## config.mk

```make
export PLATFORM = sky130hd
export DESIGN_NAME = alu_issue_stage
export DESIGN_NICKNAME = d
export VERILOG_FILES = /design/src/rtl/alu_issue_stage.sv
export SDC_FILE = /design/constraint.sdc
export NUM_CORES = 1
export LEC_CHECK = 0
export BUFFER_PORTS_ARGS = -buffer_cell sky130_fd_sc_hd__buf_2
export CAP_MARGIN = 20
export CORE_AREA = 2 2 101 103
export CTS_CLUSTER_DIAMETER = 100
export CTS_CLUSTER_SIZE = 16
export DETAILED_ROUTE_END_ITERATION = 12
export DIE_AREA = 0 0 103 105
export PLACE_DENSITY_LB_ADDON = 0.3
export REMOVE_ABC_BUFFERS = 1
export SYNTH_ARGS = -nofsm -noshare
export SYNTH_HDL_FRONTEND = slang
export SYNTH_SLANG_ARGS = --single-unit
```

## constraint.sdc

```tcl
create_clock -name clk -period 4.68 [get_ports clk]
set_input_delay 0.234 -clock clk [delete_from_list [all_inputs] [get_ports clk]]
set_output_delay 0.234 -clock clk [all_outputs]
set_load 0.01 [all_outputs]
```

## src/rtl/alu_issue_stage.sv

```systemverilog
// -----------------------------------------------------------------------------
// alu_issue_stage
//
// Single-entry issue buffer that sits between decode and the ALU. It holds one
// decoded instruction, resolves its two source operands against the EX/MEM and
// WB forwarding buses, stalls on a load-use hazard against the EX/MEM stage, and
// hands the resolved operands to the ALU under a valid/ready handshake.
//
// Ports
//   clk, rst_n          clock (rising edge) and asynchronous active-low reset
//   id_*                upstream decode beat (valid/ready handshake)
//   flush               kills the held entry and discards the upstream beat
//   fwd_exm_*           EX/MEM forwarding bus (is_load marks a not-yet-ready value)
//   fwd_wb_*            writeback forwarding bus
//   ex_ready, ex_valid  downstream ALU handshake
//   alu_a, alu_b        resolved operands (alu_b is the zero-extended imm when use_imm)
//   alu_ctrl, ex_rd_addr, ex_wr_en
//                       passed through from the held entry
//   stall_cnt           saturating count of load-use stall cycles
// -----------------------------------------------------------------------------
module alu_issue_stage (
    input  logic        clk,
    input  logic        rst_n,

    input  logic        id_valid,
    output logic        id_ready,
    input  logic [4:0]  id_ctrl,
    input  logic [3:0]  id_rs_addr,
    input  logic [3:0]  id_rt_addr,
    input  logic [3:0]  id_rd_addr,
    input  logic [15:0] id_rs_data,
    input  logic [15:0] id_rt_data,
    input  logic [7:0]  id_imm,
    input  logic        id_use_imm,
    input  logic        id_wr_en,

    input  logic        flush,

    input  logic        fwd_exm_valid,
    input  logic        fwd_exm_is_load,
    input  logic [3:0]  fwd_exm_addr,
    input  logic [15:0] fwd_exm_data,

    input  logic        fwd_wb_valid,
    input  logic [3:0]  fwd_wb_addr,
    input  logic [15:0] fwd_wb_data,

    input  logic        ex_ready,
    output logic        ex_valid,
    output logic [15:0] alu_a,
    output logic [15:0] alu_b,
    output logic [4:0]  alu_ctrl,
    output logic [3:0]  ex_rd_addr,
    output logic        ex_wr_en,

    output logic [15:0] stall_cnt
);

    typedef struct packed {
        logic        valid;
        logic [4:0]  ctrl;
        logic [3:0]  rs_addr;
        logic [3:0]  rt_addr;
        logic [3:0]  rd_addr;
        logic [15:0] rs_data;
        logic [15:0] rt_data;
        logic [7:0]  imm;
        logic        use_imm;
        logic        wr_en;
    } entry_t;

    entry_t      entry_q, entry_d;
    logic [15:0] stall_cnt_q, stall_cnt_d;

    logic        use_rt;
    logic        hazard;
    logic        fire;
    logic [15:0] rs_resolved;
    logic [15:0] rt_resolved;

    // Register 0 is hard-wired to zero, so it never matches a forwarding bus.
    function automatic logic [15:0] resolve_operand(
        input logic [3:0]  addr,
        input logic [15:0] stored,
        input logic        exm_valid,
        input logic        exm_is_load,
        input logic [3:0]  exm_addr,
        input logic [15:0] exm_data,
        input logic        wb_valid,
        input logic [3:0]  wb_addr,
        input logic [15:0] wb_data
    );
        logic [15:0] result;
        result = stored;
        if (addr == 4'd0) begin
            result = 16'h0000;
        end else if (exm_valid && !exm_is_load && (exm_addr == addr)) begin
            result = exm_data;
        end else if (wb_valid && (wb_addr == addr)) begin
            result = wb_data;
        end
        return result;
    endfunction

    // Capture a retiring WB write into a stored operand so it is not lost while
    // the entry waits (or while it is being captured).
    function automatic logic [15:0] wb_merge(
        input logic [3:0]  addr,
        input logic [15:0] stored,
        input logic        wb_valid,
        input logic [3:0]  wb_addr,
        input logic [15:0] wb_data
    );
        return (wb_valid && (addr != 4'd0) && (wb_addr == addr)) ? wb_data : stored;
    endfunction

    // ------------------------------------------------------------------------
    // Handshake and hazard detection
    // ------------------------------------------------------------------------
    assign use_rt = !entry_q.use_imm;

    // Only a load in EX/MEM can stall: its data is not on the bus yet. An
    // immediate-form instruction ignores rt, so an rt match there is harmless.
    assign hazard = entry_q.valid && fwd_exm_valid && fwd_exm_is_load &&
                    (fwd_exm_addr != 4'd0) &&
                    ((fwd_exm_addr == entry_q.rs_addr) ||
                     (use_rt && (fwd_exm_addr == entry_q.rt_addr)));

    assign ex_valid  = entry_q.valid && !hazard && !flush;
    assign fire      = ex_valid && ex_ready;
    assign id_ready  = !entry_q.valid || fire || flush;
    assign stall_cnt = stall_cnt_q;

    // ------------------------------------------------------------------------
    // Operand resolution and output drive
    // ------------------------------------------------------------------------
    assign rs_resolved = resolve_operand(entry_q.rs_addr, entry_q.rs_data,
                                         fwd_exm_valid, fwd_exm_is_load, fwd_exm_addr, fwd_exm_data,
                                         fwd_wb_valid, fwd_wb_addr, fwd_wb_data);
    assign rt_resolved = resolve_operand(entry_q.rt_addr, entry_q.rt_data,
                                         fwd_exm_valid, fwd_exm_is_load, fwd_exm_addr, fwd_exm_data,
                                         fwd_wb_valid, fwd_wb_addr, fwd_wb_data);

    always_comb begin
        // NOTE: every output of a combinational block gets a default before any
        // branch; a path that leaves one unassigned would infer a latch.
        alu_a      = 16'h0000;
        alu_b      = 16'h0000;
        alu_ctrl   = 5'd0;
        ex_rd_addr = 4'd0;
        ex_wr_en   = 1'b0;
        if (entry_q.valid) begin
            alu_a      = rs_resolved;
            alu_b      = entry_q.use_imm ? {8'h00, entry_q.imm} : rt_resolved;
            alu_ctrl   = entry_q.ctrl;
            ex_rd_addr = entry_q.rd_addr;
            ex_wr_en   = entry_q.wr_en;
        end
    end

    // ------------------------------------------------------------------------
    // Next-state logic
    // ------------------------------------------------------------------------
    always_comb begin
        entry_d     = entry_q;
        stall_cnt_d = stall_cnt_q;

        if (entry_q.valid && hazard && !flush && (stall_cnt_q != 16'hFFFF)) begin
            stall_cnt_d = stall_cnt_q + 16'd1;
        end

        if (flush) begin
            // Flush wins over both capture and issue; the upstream beat is lost.
            entry_d.valid = 1'b0;
        end else if (id_valid && id_ready) begin
            entry_d.valid   = 1'b1;
            entry_d.ctrl    = id_ctrl;
            entry_d.rs_addr = id_rs_addr;
            entry_d.rt_addr = id_rt_addr;
            entry_d.rd_addr = id_rd_addr;
            entry_d.rs_data = wb_merge(id_rs_addr, id_rs_data, fwd_wb_valid, fwd_wb_addr, fwd_wb_data);
            entry_d.rt_data = wb_merge(id_rt_addr, id_rt_data, fwd_wb_valid, fwd_wb_addr, fwd_wb_data);
            entry_d.imm     = id_imm;
            entry_d.use_imm = id_use_imm;
            entry_d.wr_en   = id_wr_en;
        end else if (fire) begin
            entry_d.valid = 1'b0;
        end else if (entry_q.valid) begin
            entry_d.rs_data = wb_merge(entry_q.rs_addr, entry_q.rs_data, fwd_wb_valid, fwd_wb_addr, fwd_wb_data);
            entry_d.rt_data = wb_merge(entry_q.rt_addr, entry_q.rt_data, fwd_wb_valid, fwd_wb_addr, fwd_wb_data);
        end
    end

    // ------------------------------------------------------------------------
    // State registers
    // ------------------------------------------------------------------------
    always_ff @(posedge clk or negedge rst_n) begin
        // NOTE: the payload fields are reset along with the valid bit so that a
        // freshly reset stage presents all-zero state, not leftover data.
        if (!rst_n) begin
            entry_q     <= '0;
            stall_cnt_q <= 16'h0000;
        end else begin
            // NOTE: sequential state uses non-blocking assignments so every
            // register samples its _d value from before the edge.
            entry_q     <= entry_d;
            stall_cnt_q <= stall_cnt_d;
        end
    end

endmodule

```

==> qor.yml <==
dpl.hpwl_microns: 9013
clockBufferDepth: 2
crit_slowest_cell: "a21oi_2"
syn_to_final_growth_pct: 24.14
post-cts-setup-buffers: 0
synth_top_family_by_area: "multiplexers"
cts_resized: 0
clk_pin_slew_ns: 0.09
diodes: 0
nNetsFinal: 683
gr-usage-all-layers: 0.2255
wire_per_inst_microns: 17.27
grt_pass1_vias: 3812
drt-total-wl_microns: 12310
fmax_ghz: 0.3348
ys_seq_area_frac: 0.4032
die_area_sq_um: 10820
grt_max_degree: 77
setup_viol: 0
relSlewSlack: 0.3245
drive_gt1_frac: 0.5069
cts_buffers: 9
power_density_nw_per_um2: 317.7
start_util: 0.4894
total_power_mw: 1.861
synth_cell_types: 43
coreArea_sq_um: 9639
drc: 0
num_vias: 3872
post-place-ws_ns: 1.551
fin_skew_ns: 0.01447
dp.cells: 696
cp.required_ns: 4.92
period_minus_slack_ns: 2.987
peakVddDrop_mv: 0.1503
worstSetupPathType: "flip-flop to flip-flop"
synth-adder-area-share: 0.002653
std_cell_rows: 36
hp-class: "primary input to async pin"
drtAntennaViolNets: 0
synthMuxAreaShare: 0.2891
setup_tns_ns: 0
synth_edf_count: 0
power.leakage_nw: 2.692
cp.arrival_ns: 3.23
layout_common_cells: "buf_2, mux2_2, dfrtp_1"
cts_hold_buf: 0
clock_latency_ns: 0.36
mostFrequentLayoutCell: "buf_2"
synth_xor_area_frac: 0.06499
dr.pass1.iters: 4
drtIter0Drc: 113
cp_cell_sequence: "nand3_1 > or3b_1 > o221ai_4 > a211oi_4 > a21oi_2 > mux2_2"
synth-simple-area-share: 0.1114
grt_overflow: 0
slew_viol_final: 0
synthArstFlopShare: 1.000
worstPathMaxFanout: 17
rsz0062_at_grt: "false"
io_pins: 167
synth_seq_cells: 76
max_stage_delay_ns: 0.75
hold_violations: 0
start_kind: "flip-flop"
fin_cells: 713
synth_compound_area_frac: 0.09788
die_h_microns: 105
cts_sinks: 76
die_x_microns: 103
ys.flop_type: "dfrtp_1"
cp-end-kind: "flip-flop"
synth_area_sq_um: 4717
antenna_found_initial: 1
status: "complete, no violations"
worst_pin_slew_ns: 1.010
cts-root-buf: "clkbuf_8"
r2r-end: "entry_q[20]"
vias_per_cell: 5.431
r2r_slack_ns: 1.69
finalWorstSetupSlack_ns: 1.693
io_buffers: 166
n_fill_cell: 834
min_period_over_period: 0.6383
synthCells: 416
reg2reg_depth: 6
grt_pass1_wl_microns: 18920
htree_levels: 3
cts_tree: "done"
drv_cap: 0
r2r_start: "entry_q[59]"
routabilityCongestion: 0.7748
synth_warnings: 0
syn_area_per_cell_sq_um: 11.34
-- area by class of cell --
class,count,area (sq um),share of cell area
clock buffers,10,127.6,0.02179
flip-flops and latches,76,1902,0.3248
clock inverters,6,88.84,0.01517
well taps,133,166.4,0.02842
multi-input cells,315,2685,0.4585
inverters,2,7.507,0.001282
repair buffers,171,878.3,0.1500
-- layer usage --
layer | routed length [microns] | share of wire | GRT usage | vias to the layer above
met2 | 5890 | 0.48 | 0.3803 | 154
met4 | 262 | 0.021 | 0.07895 | 2
met3 | 854 | 0.069 | 0.05418 | 21
li1 | - | - | - | 1840
met5 | 11 | 0.00089 | 0 | -
met1 | 5294 | 0.43 | 0.2779 | 1855
-- flip-flops by register name, indices dropped and copies added (netlist names) --
| name | flops |
|---|---|
| entry_q | 60 |
| stall_cnt | 16 |
-- synthesized netlist by cell type, drive strengths merged, types with 5 or more instances --
library cell	count	area, sq um
a22o	8	70.07
xnor2	30	262.8
mux2	92	1044
nor2	33	123.9
clkbuf	13	48.80
xor2	5	43.79
nand4	7	43.79
and2	13	83.83
dfrtp	76	1902
and3	5	31.28
mux2i	32	320.3
nand2	10	37.54
a211oi	27	240.2
buf	10	88.83
a21oi	16	87.59
-- worst max-delay path: cells and delay by family (launching register included) --
family             cells  cell delay, ns
DFF                    1            0.67
AOI/OAI and AO/OA      3            1.20
and+or+nand+nor        2            0.58
muxes                  1            0.42
-- logic make-up (layout without fill, tap and decap cells) --
kind of cell | count (synthesis) | count (layout)
adders and majority gates | 1 | 1
muxes | 124 | 124
DFF | 76 | 76
AOI/OAI and AO/OA | 57 | 57
buffers and inverters | 25 | 189
and+or+nand+nor | 98 | 98
xor gates and xnor gates | 35 | 35
-- how the worst max path moves through the flow --
stage                          from           to  slack, ns
floorplan           fwd_exm_addr[0]  entry_q[17]       1.77
global placement        entry_q[59]  entry_q[33]       1.60
detailed placement      entry_q[59]  entry_q[33]       1.55
CTS                     entry_q[59]  entry_q[27]       1.53
global route            entry_q[59]  entry_q[22]       1.40
finish                  entry_q[59]  entry_q[20]       1.69
-- where the power goes --
| part | leakage [nW] | switching, mW | total (mW) | internal, mW |
|---|---|---|---|---|
| logic | 1.66 | 0.220 | 0.478 | 0.258 |
| clock network | 0.102 | 0.255 | 0.555 | 0.300 |
| registers | 0.930 | 0.0692 | 0.827 | 0.758 |
| total | 2.69 | 0.544 | 1.86 | 1.32 |
-- metrics by stage --
step / util / hold slack, ns / area, sq um
final: 0.6075 / 0.02425 / 5856
after global routing: 0.6075 / 0.09406 / 5856
after CTS: 0.6059 / 0.05535 / 5841
after detailed placement: 0.5835 / 0.4541 / 5624
after global placement: 0.5835 / 0.4518 / 5624
after floorplan: - / -0.06159 / 4579
Note: power is estimated with default switching activity, not from simulation.
